**config.mk**
```make
export PLATFORM = sky130hd
export DESIGN_NAME = instr_mem_boot_loader
export DESIGN_NICKNAME = d
export VERILOG_FILES = /design/src/rtl/instr_loader_pkg.sv /design/src/rtl/byte_word_packer.sv /design/src/rtl/instr_mem_boot_loader.sv
export SDC_FILE = /design/constraint.sdc
export NUM_CORES = 1
export LEC_CHECK = 0
export ABC_AREA = 1
export ABC_CLOCK_PERIOD_IN_PS = 1850
export BUFFER_PORTS_ARGS = -buffer_cell sky130_fd_sc_hd__buf_2
export CAP_MARGIN = 40
export CORE_MARGIN = 5
export CORE_UTILIZATION = 52
export CTS_CLUSTER_SIZE = 8
export DETAILED_ROUTE_END_ITERATION = 12
export PLACE_DENSITY_LB_ADDON = 0.15
export SLEW_MARGIN = 30
export SYNTH_ARGS = -nofsm -noshare
export SYNTH_HDL_FRONTEND = slang
export SYNTH_HIERARCHICAL = 1
export SYNTH_SLANG_ARGS = --single-unit
```
**constraint.sdc**
```tcl
create_clock -name clk -period 1.85 [get_ports clk]
set_input_delay 0.2775 -clock clk [delete_from_list [all_inputs] [get_ports clk]]
set_output_delay 0.2775 -clock clk [all_outputs]
set_load 0.01 [all_outputs]
```
**src/rtl/instr_loader_pkg.sv**
```systemverilog
// Shared types and constants for the instruction-memory boot loader.
// Used by instr_mem_boot_loader (optional checksum stage: BOOT_CHECKSUM_EN).
package instr_loader_pkg;

    localparam int BYTES_PER_WORD = 4;
    localparam int LEN_BYTES      = 2;
    localparam int WORD_W         = 8 * BYTES_PER_WORD;
    localparam int IDX_W          = $clog2(BYTES_PER_WORD);

    typedef enum logic [2:0] {
        IDLE,
        LEN_LO,
        LEN_HI,
        DATA,
        WRITE,
        CHECK,
        DONE,
        ERR
    } state_t;

endpackage

```
**src/rtl/byte_word_packer.sv**
```systemverilog
// Packs accepted bytes little-endian into a 32-bit word; word_full marks the
// byte that completes a word.
module byte_word_packer
    import instr_loader_pkg::*;
(
    input  logic              clk,
    input  logic              reset,
    input  logic              clear,
    input  logic              byte_en,
    input  logic [7:0]        byte_in,
    output logic [WORD_W-1:0] word,
    output logic              word_full
);

    logic [IDX_W-1:0] idx;

    // NOTE: registers use non-blocking assignments so every flop samples pre-edge values.
    always_ff @(posedge clk) begin
        if (!reset || clear) begin
            idx  <= '0;
            word <= '0;
        end else if (byte_en) begin
            word[8*idx +: 8] <= byte_in;
            idx              <= idx + IDX_W'(1);
        end
    end

    assign word_full = byte_en && (idx == IDX_W'(BYTES_PER_WORD - 1));

endmodule

```
**src/rtl/instr_mem_boot_loader.sv**
```systemverilog
// Boot loader: receives a length header plus byte stream, writes packed words to
// instruction memory and holds the CPU until done. Define BOOT_CHECKSUM_EN for the XOR check byte.
module instr_mem_boot_loader
    import instr_loader_pkg::*;
#(
    parameter int ADDR_W = 8,
    parameter int LEN_W  = 16
) (
    input  logic              clk,
    input  logic              reset,
    input  logic              start,
    input  logic [7:0]        byte_in,
    input  logic              byte_valid,
    output logic              byte_ready,
    output logic              imem_we,
    output logic [ADDR_W-1:0] imem_waddr,
    output logic [WORD_W-1:0] imem_wdata,
    output logic              cpu_hold,
    output logic              done,
    output logic              error,
    output logic [LEN_W-1:0]  words_loaded
);

    localparam logic [LEN_W:0] DEPTH = {{LEN_W{1'b0}}, 1'b1} << ADDR_W;

    state_t            state, state_nx;
    logic [LEN_W-1:0]  len_q;
    logic [LEN_W-1:0]  hdr_len;
    logic [LEN_W-1:0]  words_inc;
    logic [ADDR_W-1:0] waddr_q;
    logic [WORD_W-1:0] wdata_q;
    logic [WORD_W-1:0] word;
    logic              word_full;
    logic              accept;
    logic              accept_data;
    logic              start_ok;
`ifdef BOOT_CHECKSUM_EN
    logic [7:0]        csum_q;
`endif

    // byte_ready depends on state only, keeping it out of the packer feedback path.
    assign byte_ready  = (state == LEN_LO) || (state == LEN_HI) ||
                         (state == DATA)   || (state == CHECK);
    assign accept      = byte_valid && byte_ready;
    assign accept_data = accept && (state == DATA);
    assign start_ok    = start && ((state == IDLE) || (state == DONE) || (state == ERR));
    assign hdr_len     = LEN_W'({byte_in, len_q[7:0]});
    assign words_inc   = words_loaded + LEN_W'(1);

    byte_word_packer u_packer (
        .clk       (clk),
        .reset     (reset),
        .clear     (start_ok),
        .byte_en   (accept_data),
        .byte_in   (byte_in),
        .word      (word),
        .word_full (word_full)
    );

    // NOTE: next state gets its default before the case so no path infers a latch.
    always_comb begin
        state_nx = state;
        case (state)
            IDLE, DONE, ERR: if (start) state_nx = LEN_LO;
            LEN_LO:          if (byte_valid) state_nx = LEN_HI;
            LEN_HI: begin
                if (byte_valid) begin
                    if (hdr_len == '0) begin
`ifdef BOOT_CHECKSUM_EN
                        state_nx = CHECK;
`else
                        state_nx = DONE;
`endif
                    end else if ({1'b0, hdr_len} > DEPTH) begin
                        state_nx = ERR;
                    end else begin
                        state_nx = DATA;
                    end
                end
            end
            DATA:            if (word_full) state_nx = WRITE;
            WRITE: begin
                if (words_inc == len_q) begin
`ifdef BOOT_CHECKSUM_EN
                    state_nx = CHECK;
`else
                    state_nx = DONE;
`endif
                end else begin
                    state_nx = DATA;
                end
            end
            CHECK: begin
`ifdef BOOT_CHECKSUM_EN
                if (byte_valid) state_nx = (byte_in == csum_q) ? DONE : ERR;
`else
                state_nx = IDLE;
`endif
            end
            default:         state_nx = IDLE;
        endcase
    end

    // NOTE: only control and packing state is reset; instruction memory keeps whatever was written.
    always_ff @(posedge clk) begin
        if (!reset) begin
            state        <= IDLE;
            len_q        <= '0;
            words_loaded <= '0;
            waddr_q      <= '0;
            wdata_q      <= '0;
`ifdef BOOT_CHECKSUM_EN
            csum_q       <= '0;
`endif
        end else begin
            state <= state_nx;
            if (start_ok) words_loaded <= '0;
            if (accept && (state == LEN_LO)) len_q[7:0] <= byte_in;
            if (accept && (state == LEN_HI)) len_q <= hdr_len;
            if (state == WRITE) begin
                words_loaded <= words_inc;
                waddr_q      <= words_loaded[ADDR_W-1:0];
                wdata_q      <= word;
            end
`ifdef BOOT_CHECKSUM_EN
            if (start_ok)         csum_q <= '0;
            else if (accept_data) csum_q <= csum_q ^ byte_in;
`endif
        end
    end

    // Write port shows the live word during WRITE and holds it afterwards.
    assign imem_we    = (state == WRITE);
    assign imem_waddr = imem_we ? words_loaded[ADDR_W-1:0] : waddr_q;
    assign imem_wdata = imem_we ? word : wdata_q;
    assign done       = (state == DONE);
    assign error      = (state == ERR);
    assign cpu_hold   = (state != DONE);

endmodule

```
==> impl_metrics.prom <==
# TYPE chip_impl_metric gauge
chip_impl_info{name="timing.hold.worst.class",value="in -> reg"} 1
chip_impl_metric{name="vias_in_the_first_global_route",unit=""} 4945
chip_impl_metric{name="layout.core_utilization",unit="%"} 69.83
chip_impl_info{name="rsz0062_at_grt",value="yes"} 1
chip_impl_metric{name="routed-via-count",unit=""} 5338
chip_impl_metric{name="grt-ovfl-total",unit=""} 0
chip_impl_metric{name="ant_nets",unit=""} 0
chip_impl_info{name="status",value="finished, violations left"} 1
chip_impl_metric{name="setup_viol",unit=""} 37
chip_impl_metric{name="core_area",unit="mm^2"} 0.009774
chip_impl_info{name="critPathCaptureType",value="output pin"} 1
chip_impl_metric{name="numCtsBuffers",unit=""} 9
chip_impl_metric{name="finalHoldViolations",unit=""} 0
chip_impl_metric{name="finalWorstPathRequiredPeriod",unit="ns"} 1.938
chip_impl_metric{name="fp.dieW",unit="um"} 110.1
chip_impl_metric{name="detailed_place_hpwl",unit="um"} 9805
chip_impl_metric{name="mapped_nets",unit=""} 773
chip_impl_metric{name="remaining_drc_errors",unit=""} 0
chip_impl_metric{name="hold_buffers",unit=""} 0
chip_impl_metric{name="die_area",unit="mm^2"} 0.01212
chip_impl_metric{name="synth.yosys.seq_area_share",unit="%"} 41.89
chip_impl_metric{name="timing.clock.skew",unit="ns"} 0.009988
chip_impl_metric{name="cp_data_required_time",unit="ns"} 1.57
chip_impl_metric{name="insertedDiodeCount",unit=""} 0
chip_impl_metric{name="critical_path_arrival",unit="ns"} 1.66
chip_impl_metric{name="setup_slack",unit="ns"} -0.08820
chip_impl_metric{name="final_layout_size_suffix_gt1_share",unit="%"} 32.17
chip_impl_metric{name="fin_tns_setup",unit="ns"} -1.552
chip_impl_info{name="mostFrequentLayoutCell",value="sky130_fd_sc_hd__nand2_1"} 1
chip_impl_metric{name="cts.sink_count",unit=""} 109
chip_impl_metric{name="unique_masters_post_synth",unit=""} 32
chip_impl_metric{name="post_drt_via_cell_ratio",unit=""} 5.208
chip_impl_metric{name="io_pins",unit=""} 73
chip_impl_metric{name="drt-initial-drc-count",unit=""} 404
chip_impl_metric{name="max-vdd-ir-drop",unit="V"} 0.0007619
chip_impl_metric{name="slowest_delay",unit="ns"} 0.37
chip_impl_info{name="cts-root-buf",value="sky130_fd_sc_hd__clkbuf_8"} 1
chip_impl_info{name="start_kind",value="register"} 1
chip_impl_metric{name="drv_slew",unit=""} 0
chip_impl_metric{name="static-leakage-power",unit="nW"} 3.403
chip_impl_metric{name="crit_fanout",unit=""} 6
chip_impl_metric{name="maxCapViolCount",unit=""} 0
chip_impl_metric{name="yosysWarnings",unit=""} 6
chip_impl_metric{name="ys_async_rst_share",unit="%"} 0
chip_impl_metric{name="avgSynthCellArea",unit="um^2"} 6.899
chip_impl_metric{name="firstDrtPassIters",unit=""} 5
chip_impl_metric{name="layout_worst_path_cycle_share",unit="%"} 104.8
chip_impl_metric{name="total_power",unit="mW"} 7.671
chip_impl_metric{name="grt.total_usage",unit="%"} 24.15
chip_impl_metric{name="place.port_buffers",unit=""} 72
chip_impl_metric{name="postRouteWirelength",unit="um"} 14390
chip_impl_metric{name="first_pass_grt_wire_length",unit="um"} 23090
chip_impl_metric{name="syn_to_final_growth",unit="%"} 31.04
chip_impl_metric{name="cts_max_path_buffers",unit=""} 2
chip_impl_info{name="mostFrequentLayoutCells",value="158 x sky130_fd_sc_hd__nand2_1, 105 x sky130_fd_sc_hd__inv_1, 99 x sky130_fd_sc_hd__dfxtp_1, 79 x sky130_fd_sc_hd__nor2_1"} 1
chip_impl_metric{name="grt_start_max_net_pins",unit=""} 43
chip_impl_metric{name="design.final.nets",unit=""} 905
chip_impl_metric{name="fillers",unit=""} 830
chip_impl_metric{name="max_slew_margin",unit="%"} 52.81
chip_impl_metric{name="start_util",unit="%"} 53.29
chip_impl_metric{name="grt_antenna_before_repair",unit=""} 0
chip_impl_metric{name="ys_ff_latch",unit=""} 109
chip_impl_metric{name="powerDensity",unit="mW/mm^2"} 1124
chip_impl_metric{name="hold-worst-slack",unit="ns"} 0.2118
chip_impl_metric{name="gp_congestion",unit=""} 0.9067
chip_impl_info{name="tritoncts",value="yes"} 1
chip_impl_info{name="cpLargestDelayFamily",value="simple AND/OR/NAND/NOR gates"} 1
chip_impl_metric{name="post_synth_instance_area",unit="mm^2"} 0.005209
chip_impl_metric{name="routedWlPerCell",unit="um"} 14.04
chip_impl_metric{name="clock.fmax",unit="MHz"} 515.9
chip_impl_metric{name="critPathBufInv",unit=""} 4
chip_impl_info{name="worstSetupPathType",value="reg -> out"} 1
chip_impl_metric{name="worstMarginPinSlew",unit="ns"} 0.7071
chip_impl_info{name="cpMaxStageDelayCell",value="sky130_fd_sc_hd__dfxtp_2"} 1
chip_impl_info{name="failed_checks",value="negative setup slack"} 1
chip_impl_metric{name="syn_inst",unit=""} 755
chip_impl_metric{name="synth-edff-count",unit=""} 0
chip_impl_info{name="timing.critical_path.cells",value="nor2_4 -> nand2_4 -> inv_8 -> buf_16 -> or2_2 -> o21ai_1 -> inv_1 -> buf_2"} 1
chip_impl_metric{name="cts_max_level",unit=""} 3
chip_impl_metric{name="floorplan.die.height",unit="um"} 110.1
chip_impl_metric{name="std_cell_rows",unit=""} 36
chip_impl_metric{name="insertion_delay",unit="ns"} 0.38
chip_impl_metric{name="setup_slack_after_placement",unit="ns"} -0.005476
chip_impl_info{name="synthFlopType",value="sky130_fd_sc_hd__dfxtp_1"} 1
chip_impl_metric{name="cts.reportedPaths.clkPinSlew",unit="ns"} 0.10
sequential cells by signal, summed over array words and instances, names as in the netlist:
| signal | cells |
|---|---|
| len_q | 16 |
| u_packer/word | 32 |
| waddr_q | 8 |
| state | 3 |
| wdata_q | 32 |
| words_loaded | 16 |
| u_packer/idx | 2 |
area by class of cell:
type	instances	area, um^2	share of cell area, %
Clock buffer	10	137.6	2.016
Clock inverter	6	91.34	1.338
Tap cell	133	166.4	2.438
Sequential cell	109	2200	32.23
Inverter	109	416.7	6.104
Timing Repair Buffer	145	1026	15.03
Multi-Input combinational cell	513	2788	40.84
routing by layer:
metal	routed length (um)	vias up	track usage, %	part of all wire, %
li1	-	2642	-	-
met4	157	0	6.144	1.1
met5	0	-	0	0
met1	6043	2483	31.06	42
met2	7251	196	41.03	50
met3	942	17	5.358	6.5
cells in the mapped netlist (all sizes together) (2+ instances only):
| master | n | share of area [%] |
|---|---|---|
| nand2 | 169 | 12 |
| or2 | 39 | 4.7 |
| a21oi | 71 | 6.9 |
| nand3b | 4 | 0.58 |
| clkbuf | 16 | 1.2 |
| ha | 6 | 1.4 |
| xnor2 | 2 | 0.34 |
| dfxtp | 109 | 42 |
| nand4 | 5 | 0.60 |
| nor3 | 3 | 0.29 |
| nand3 | 36 | 3.5 |
| o21ai | 71 | 6.9 |
| xnor3 | 2 | 0.86 |
| inv | 108 | 7.8 |
| nor2 | 96 | 8.0 |
| xor2 | 3 | 0.50 |
| buf | 8 | 0.96 |
kinds of logic (layout without fill, tap and decap cells):
kind of cell,Yosys count,after routing,share of synthesized area (%)
xor gates and xnor gates,8,8,2.186
AOI/OAI and AO/OA,146,146,14.36
buffers and inverters,133,270,9.969
adders and majority gates,6,6,1.441
and+or+nand+nor,353,353,30.15
DFF,109,109,41.89
report_power, final:
group          switching [mW]  total [mW]  internal [mW]
Combinational            1.69        3.22           1.53
Clock                   0.840        1.65          0.810
Sequential              0.160        2.80           2.64
Total                    2.69        7.67           4.98
tightest hold or removal path: stages:
cell	delay, ns
sky130_fd_sc_hd__buf_2	0.13
sky130_fd_sc_hd__inv_1	0.08
sky130_fd_sc_hd__a21oi_1	0.06
repair_timing:
| action | 4_1_cts | 5_1_grt |
|---|---|---|
| setup endpoints to repair | 42 | 53 |
| setup buffers | 24 | 15 |
| cloned | 2 | 0 |
| pin swaps | 0 | 11 |
| resized for setup | 109 | 44 |
final timing paths:
| path | cells after the start | from | endpoint | slack, ns |
|---|---|---|---|---|
| max | 8 | state[0] | imem_wdata[7] | -0.09 |
| min | 3 | byte_in[4] | len_q[12] | 0.21 |
| max reg2reg | 13 | state[0] | wdata_q[4] | -0.04 |
| min reg2reg | 2 | waddr_q[0] | waddr_q[0] | 0.48 |
stage by stage:
stage,instances,area (um^2)
final,1025,6825
after global routing,1025,6825
after CTS,1010,6564
after detailed placement,968,5881
after global placement,968,5878
after floorplan,755,5209
Note: power is estimated with default switching activity, not from simulation.
